[config.mk]
export PLATFORM = sky130hd
export DESIGN_NAME = master_system
export DESIGN_NICKNAME = d
export VERILOG_FILES = /design/src/rtl/master_system.sv
export SDC_FILE = /design/constraint.sdc
export NUM_CORES = 1
export LEC_CHECK = 0
export ABC_AREA = 1
export BUFFER_PORTS_ARGS = -buffer_cell sky130_fd_sc_hd__buf_2
export CORE_MARGIN = 10
export CORE_UTILIZATION = 27
export CTS_CLUSTER_SIZE = 12
export DETAILED_ROUTE_END_ITERATION = 7
export REMOVE_ABC_BUFFERS = 1
export SLEW_MARGIN = 20
export SYNTH_ARGS = -nofsm -noshare
export SYNTH_HDL_FRONTEND = slang
export SYNTH_SLANG_ARGS = --single-unit
export TNS_END_PERCENT = 100
[constraint.sdc]
create_clock -name clk -period 2 [get_ports clk]
set_clock_uncertainty 0.05 [all_clocks]
set_input_delay 0.1 -clock clk [delete_from_list [all_inputs] [get_ports clk]]
set_output_delay 0.1 -clock clk [all_outputs]
set_load 0.05 [all_outputs]
[src/rtl/master_system.sv]
`default_nettype none
// ============================================================================
// Module      : master_system
// Description : WIDTH-bit accumulator datapath. A combinational ALU combines
//               operands A and B under a 4-bit opcode. When load_acc is high,
//               the rising clock edge captures the result, the carry/borrow
//               and the zero flag into the accumulator.
//               Optional build macro SAT_ARITH_EN: add/increment clamp to
//               all-ones on carry, and subtract/decrement clamp to zero on
//               borrow. CarryOut is unaffected by the macro.
// Revision    : 1.0 - initial release
// ============================================================================
module master_system #(
  parameter int WIDTH = 8
) (
  input  logic             clk,
  input  logic             clb,
  input  logic             load_acc,
  input  logic [WIDTH-1:0] A,
  input  logic [WIDTH-1:0] B,
  input  logic [3:0]       ALU_Sel,
  output logic [WIDTH-1:0] acc_out,
  output logic             CarryOut,
  output logic             Z
);

  // Opcode map
  localparam logic [3:0] c_OP_PASS_A = 4'b0000;
  localparam logic [3:0] c_OP_ADD    = 4'b0001;
  localparam logic [3:0] c_OP_SUB    = 4'b0010;
  localparam logic [3:0] c_OP_NOR    = 4'b0011;
  localparam logic [3:0] c_OP_AND    = 4'b0100;
  localparam logic [3:0] c_OP_OR     = 4'b0101;
  localparam logic [3:0] c_OP_EQ     = 4'b0110;
  localparam logic [3:0] c_OP_XOR    = 4'b0111;
  localparam logic [3:0] c_OP_LT     = 4'b1000;
  localparam logic [3:0] c_OP_GT     = 4'b1001;
  localparam logic [3:0] c_OP_NOT_A  = 4'b1010;
  localparam logic [3:0] c_OP_SHL    = 4'b1011;
  localparam logic [3:0] c_OP_SHR    = 4'b1100;
  localparam logic [3:0] c_OP_INC    = 4'b1101;
  localparam logic [3:0] c_OP_DEC    = 4'b1110;
  localparam logic [3:0] c_OP_PASS_B = 4'b1111;

  localparam logic [WIDTH:0]   c_ONE_EXT  = (WIDTH+1)'(1);
  localparam logic [WIDTH-1:0] c_ZERO     = '0;
  localparam logic [WIDTH-1:0] c_ALL_ONES = '1;
  localparam logic [WIDTH-2:0] c_PAD      = '0;

  // One extra bit on each arithmetic path: it holds the carry for add/inc
  // and goes high on borrow for sub/dec (the unsigned difference wraps).
  logic [WIDTH:0]   w_add;
  logic [WIDTH:0]   w_sub;
  logic [WIDTH:0]   w_inc;
  logic [WIDTH:0]   w_dec;
  logic [WIDTH-1:0] w_res;
  logic             w_carry;

  logic [WIDTH-1:0] acc_d,   acc_q;
  logic             carry_d, carry_q;
  logic             zero_d,  zero_q;

  // Extended-width arithmetic shared by the ALU cases below
  always_comb begin
    w_add = {1'b0, A} + {1'b0, B};
    w_sub = {1'b0, A} - {1'b0, B};
    w_inc = {1'b0, A} + c_ONE_EXT;
    w_dec = {1'b0, A} - c_ONE_EXT;
  end

  // ALU: result and carry/borrow selected by opcode; illegal opcodes pass A
  always_comb begin
    w_res   = A;
    w_carry = 1'b0;
    case (ALU_Sel)
      c_OP_PASS_A: w_res = A;
      c_OP_ADD: begin
        w_res   = w_add[WIDTH-1:0];
        w_carry = w_add[WIDTH];
`ifdef SAT_ARITH_EN
        if (w_add[WIDTH]) w_res = c_ALL_ONES;
`endif
      end
      c_OP_SUB: begin
        w_res   = w_sub[WIDTH-1:0];
        w_carry = w_sub[WIDTH];
`ifdef SAT_ARITH_EN
        if (w_sub[WIDTH]) w_res = c_ZERO;
`endif
      end
      c_OP_NOR:    w_res = ~(A | B);
      c_OP_AND:    w_res = A & B;
      c_OP_OR:     w_res = A | B;
      c_OP_EQ:     w_res = {c_PAD, (A == B)};
      c_OP_XOR:    w_res = A ^ B;
      c_OP_LT:     w_res = {c_PAD, (A < B)};
      c_OP_GT:     w_res = {c_PAD, (A > B)};
      c_OP_NOT_A:  w_res = ~A;
      c_OP_SHL: begin
        w_res   = {A[WIDTH-2:0], 1'b0};
        w_carry = A[WIDTH-1];
      end
      c_OP_SHR: begin
        w_res   = {1'b0, A[WIDTH-1:1]};
        w_carry = A[0];
      end
      c_OP_INC: begin
        w_res   = w_inc[WIDTH-1:0];
        w_carry = w_inc[WIDTH];
`ifdef SAT_ARITH_EN
        if (w_inc[WIDTH]) w_res = c_ALL_ONES;
`endif
      end
      c_OP_DEC: begin
        w_res   = w_dec[WIDTH-1:0];
        w_carry = w_dec[WIDTH];
`ifdef SAT_ARITH_EN
        if (w_dec[WIDTH]) w_res = c_ZERO;
`endif
      end
      c_OP_PASS_B: w_res = B;
      default: begin
        w_res   = A;
        w_carry = 1'b0;
      end
    endcase
  end

  // Next accumulator state: capture the ALU output on load, otherwise hold
  always_comb begin
    acc_d   = acc_q;
    carry_d = carry_q;
    zero_d  = zero_q;
    if (load_acc) begin
      acc_d   = w_res;
      carry_d = w_carry;
      zero_d  = (w_res == c_ZERO);
    end
  end

  // Accumulator register; the clear-bar input takes priority over load
  always_ff @(posedge clk) begin
    if (!clb) begin
      acc_q   <= c_ZERO;
      carry_q <= 1'b0;
      zero_q  <= 1'b1;
    end else begin
      acc_q   <= acc_d;
      carry_q <= carry_d;
      zero_q  <= zero_d;
    end
  end

  assign acc_out  = acc_q;
  assign CarryOut = carry_q;
  assign Z        = zero_q;

endmodule
`default_nettype wire

[Word-level counts from Yosys, hierarchy flattened]
Cells that the tools add are included.
Storage, ports and cells
  output and inout bits: 10
  input port bits: 23
  bits in registers: 10
  word-level logic and storage cells: 34
Cells by class
  multiplexer cells: 2
  bitwise gates (word level): 5
  add/subtract/negate cells: 4
  magnitude comparators: 2
  reduce and logical (&&, ||, !) cells: 2
  equality and inequality tests: 16
Operator list (number)
  case mux 8 bit (16 select lines): 1
  equality test 4 bit, second input constant: 8
  equality test 4 x 3 -> 1 bit, second input constant: 4
  NOT 8 bit: 2
  adder 8 x 1 -> 9 bit, second input constant: 1
  adder 8 x 8 -> 9 bit: 1
  subtractor 8 x 1 -> 9 bit, second input constant: 1
  subtractor 8 x 8 -> 9 bit: 1
  AND 8 bit: 1
  equality test 4 x 2 -> 1 bit, second input constant: 2
  equality test 8 bit: 1
  greater-than comparator 8 bit: 1
  logical NOT 8 bit: 1
  < comparator 8 bit: 1
  OR 8 bit: 1
  bitwise XOR 8 bit: 1
  case mux 1 bit (6 select lines): 1
  equality test 4 x 1 -> 1 bit, second input constant: 1
  logical NOT 4 bit: 1

[Depth between registers and ports, before layout]
  depth after elaboration: 4
  gate-level depth with buffers: 17
  depth with buffers taken out: 16

[Least setup slack after synthesis]
Ideal clock, no wire load.
  path type: input-to-reg
  start: input port A[3]
  end: register zero_q, in the netlist Z
  setup slack: 0.234 ns
  buffers on the path: 2
  data arrival time: 1.601 ns
  stages: 16
  cells stage by stage: buf_2 -> inv_1 -> ha_1 -> buf_2 -> nor2_1 -> nand3_1 -> nand3b_1 -> nand2_1 -> nand2_1 -> nand2_1 -> nand3_1 -> nand2_1 -> nand2_1 -> nor2_1 -> nand3_1 -> nand2_1
On the way
  longest elaborated chain between the ends: 4
  elaborated cells between the ends (all ways): 14
  those cells by class: 4 x add/sub; 2 x order compare; 1 x eq/ne; 1 x mux; 5 x bitwise; 1 x reduce/logical
RTL lines
  start, declared: line 19  | input logic [WIDTH-1:0] A,
  branches (longest 2 deep; another with subtractor 8 x 1 -> 9 bit)
  case mux 8 bit (16 select lines) *: line 75  | case (ALU_Sel)
  logical NOT 8 bit *: line 137  | zero_d = (w_res == c_ZERO);
  end signal, assigned: line 150  | zero_q <= zero_d;
  end, declared: line 61  | logic zero_d, zero_q;
Mark *: on every way between the ends.
A chain may end at the register's enable or synchronous reset.

[Worst setup path in the final report]
  start: input port B[6]
  end: register zero_q, in the netlist Z
On the way
  longest elaborated chain between the ends: 4
  elaborated cells between the ends (all ways): 11
  those cells by class: 2 x add/sub; 2 x order compare; 1 x eq/ne; 1 x mux; 4 x bitwise; 1 x reduce/logical
RTL lines
  start, declared: line 20  | input logic [WIDTH-1:0] B,
  branches (longest 2 deep; another with subtractor 8 x 8 -> 9 bit)
  case mux 8 bit (16 select lines) *: line 75
  logical NOT 8 bit *: line 137
Marks and branches as above.

==> impl_metrics.env <==
export IMPL_pwr_share_comb_pct=60.6
export IMPL_cts_root_buf="clkbuf_8"
export IMPL_end_kind="flip-flop"
export IMPL_p_leak_nw=1.71
export IMPL_dpl_hpwl_mm=8.21
export IMPL_drv_slew=0
export IMPL_grt_first_pass_wirelength_mm=15.4
export IMPL_clock_sinks=10
export IMPL_drt_vias_per_instance=5.03
export IMPL_finalCritPeriodShare_pct=88.7
export IMPL_clockPowerShare_pct=19.1
export IMPL_drtIter0Drc=283
export IMPL_grt_setup_unrepaired="false"
export IMPL_numCtsBuffers=3
export IMPL_tns_ps=0
export IMPL_synth_seq_area_share_pct=8.05
export IMPL_n_fill_cell=1040
export IMPL_run_status="complete, no violations"
export IMPL_via_count=3338
export IMPL_synth_area_um2=2490
export IMPL_max_freq_mhz=564
export IMPL_reg2reg_slack_ps=1210
export IMPL_p_sw_uw=524
export IMPL_grt_pass1_vias=3102
export IMPL_wl_per_cell_um=14.5
export IMPL_antenna_found_initial=0
export IMPL_final_hold_viol_count=0
export IMPL_p_per_area_nw_per_um2=360
export IMPL_io_pin_count=33
export IMPL_area_growth_pct=23.3
export IMPL_h_tree_depth=1
export IMPL_clk_latency_ps=230
export IMPL_ys_warn_count=0
export IMPL_detail_route_wirelength_mm=9.64
export IMPL_reg2regPathDepth=3
export IMPL_antennaDiodeCount=0
export IMPL_synthCells=490
export IMPL_cts_hold_buf=0
export IMPL_cp_start_kind="input port"
export IMPL_ant_nets=0
export IMPL_swShare_pct=47.6
export IMPL_instances_no_fill=663
export IMPL_synth_seq_cells=10
export IMPL_finalSetupViolCount=0
export IMPL_place_ws_ps=20.5
export IMPL_final_cell_mix="164 x nand2_1, 81 x nor2_1, 65 x inv_1"
export IMPL_io_buffers=32
export IMPL_ir_drop_mv=0.198
export IMPL_yosysUniqueCellTypes=21
export IMPL_cp_data_arrival_time_ps=1900
export IMPL_core_um2=8850
export IMPL_seq_area_um2=200
export IMPL_placedCellCount=660
export IMPL_dieArea_um2=13400
export IMPL_cp_max_fo=6
export IMPL_tightest_slew_ps=451
export IMPL_die_width_um=116
export IMPL_multi_input_area_um2=1990
export IMPL_setup_ws_ps=226
export IMPL_final_common_cell="nand2_1"
export IMPL_period_needed_ps=1770
export IMPL_gp_congestion=0.960
export IMPL_syn_area_per_cell_um2=5.07
export IMPL_cts_max_path_buffers=2
export IMPL_postCtsSetupBuffers=0
export IMPL_design_area_um2=3070
export IMPL_cts_tree="built"
export IMPL_holdPathStages=3
export IMPL_num_rows=34
export IMPL_final_nets=609
export IMPL_ctsResizeCount=0
export IMPL_required_ps=2130
export IMPL_critPathKind="input port to flip-flop"
export IMPL_max_cap_viol_count=0
export IMPL_min_path_type="input port to flip-flop"
export IMPL_power_frac_seq_pct=20.3
export IMPL_clk_pin_slew_ps=50
export IMPL_grt_overflow=0
export IMPL_track_usage_pct=14.1
export IMPL_dr_pass1_iters=5
export IMPL_die_y_um=116
export IMPL_placed_area_um2=3020
export IMPL_drive_gt1_share_pct=14.2
export IMPL_slew_headroom_pct=69.8
export IMPL_grt_max_degree=17
export IMPL_p_int_uw=578
export IMPL_drcViolationCount=0
export IMPL_start_util_pct=28.1
## final cells by class
class | count | area share [%]
well taps | 108 | 4.41
inverters | 67 | 8.20
multi-input cells | 405 | 65.0
repair buffers | 70 | 14.5
clock buffers | 3 | 1.35
flip-flops and latches | 10 | 6.53
## Yosys cell counts, drive strengths merged
| library cell | number | area, um2 |
|---|---|---|
| ha | 27 | 338 |
| o21ai | 22 | 110 |
| a31oi | 1 | 6.26 |
| a21oi | 23 | 115 |
| nand2 | 164 | 616 |
| nor2 | 85 | 329 |
| or2 | 1 | 6.26 |
| nor3 | 4 | 20.0 |
| inv | 67 | 251 |
| o22ai | 2 | 12.5 |
| buf | 7 | 35.0 |
| nand3 | 59 | 295 |
| nand3b | 3 | 22.5 |
| clkbuf | 1 | 7.51 |
| nand4 | 8 | 50.1 |
| xor2 | 1 | 8.76 |
| fa | 2 | 40.0 |
| dfxtp | 10 | 200 |
| o211ai | 3 | 22.5 |
## path summary, 6_finish.rpt
path,to,from
setup / recovery,Z,B[6]
hold reg to reg,CarryOut,CarryOut
hold / removal,acc_out[6],clb
setup reg to reg,acc_out[2],acc_out[2]
## cells by family (layout without fill, tap and decap cells)
group	count (synthesis)	in the layout	synth area share (%)
AND/OR/NAND/NOR	324	324	53.8
buffers and inverters	75	140	11.8
AO/OA/AOI/OAI	51	51	10.7
adder cells (fa/ha/maj)	29	29	15.2
flip-flops	10	10	8.05
XOR/XNOR	1	1	0.352
## per-stage QoR
step,hold slack (ps),util (%),total power [mW]
floorplan,143,-,0.626
global placement,367,34.2,0.878
detailed placement,376,34.2,0.885
CTS,129,34.6,1.10
global route,141,34.6,1.19
finish,136,34.6,1.10
## per-layer routing
metal	share of wire (%)	wire (um)	track usage, %	vias to the layer above
met1	48	4630	19.9	1498
met3	7.5	722	1.96	18
met5	0	0	0	-
met4	2.7	264	4.09	0
li1	-	-	-	1684
met2	42	4020	21.6	138
## state kept, by name, summed over array words and instances (netlist names)
register,count
CarryOut,1
Z,1
acc_out,8
## critical path: stages
cell,delay [ps]
buf_2,100
inv_1,60
ha_1,400
inv_1,130
nand2_1,80
nand2_1,80
a21oi_1,280
nand2_1,100
nand2_1,70
nand3_1,90
nand2_1,90
nand2_1,70
nor2_1,100
nand3_1,80
nand2_1,70
## power by group through the flow
| stage | Combinational [mW] | Sequential [mW] | Clock (mW) |
|---|---|---|---|
| after global placement | 0.652 | 0.227 | 0 |
| after CTS | 0.660 | 0.224 | 0.211 |
| after detailed placement | 0.657 | 0.227 | 0 |
| after floorplan | 0.341 | 0.285 | 0 |
| after global routing | 0.745 | 0.226 | 0.221 |
| final | 0.668 | 0.224 | 0.210 |
(Power assumes the default switching activity.)
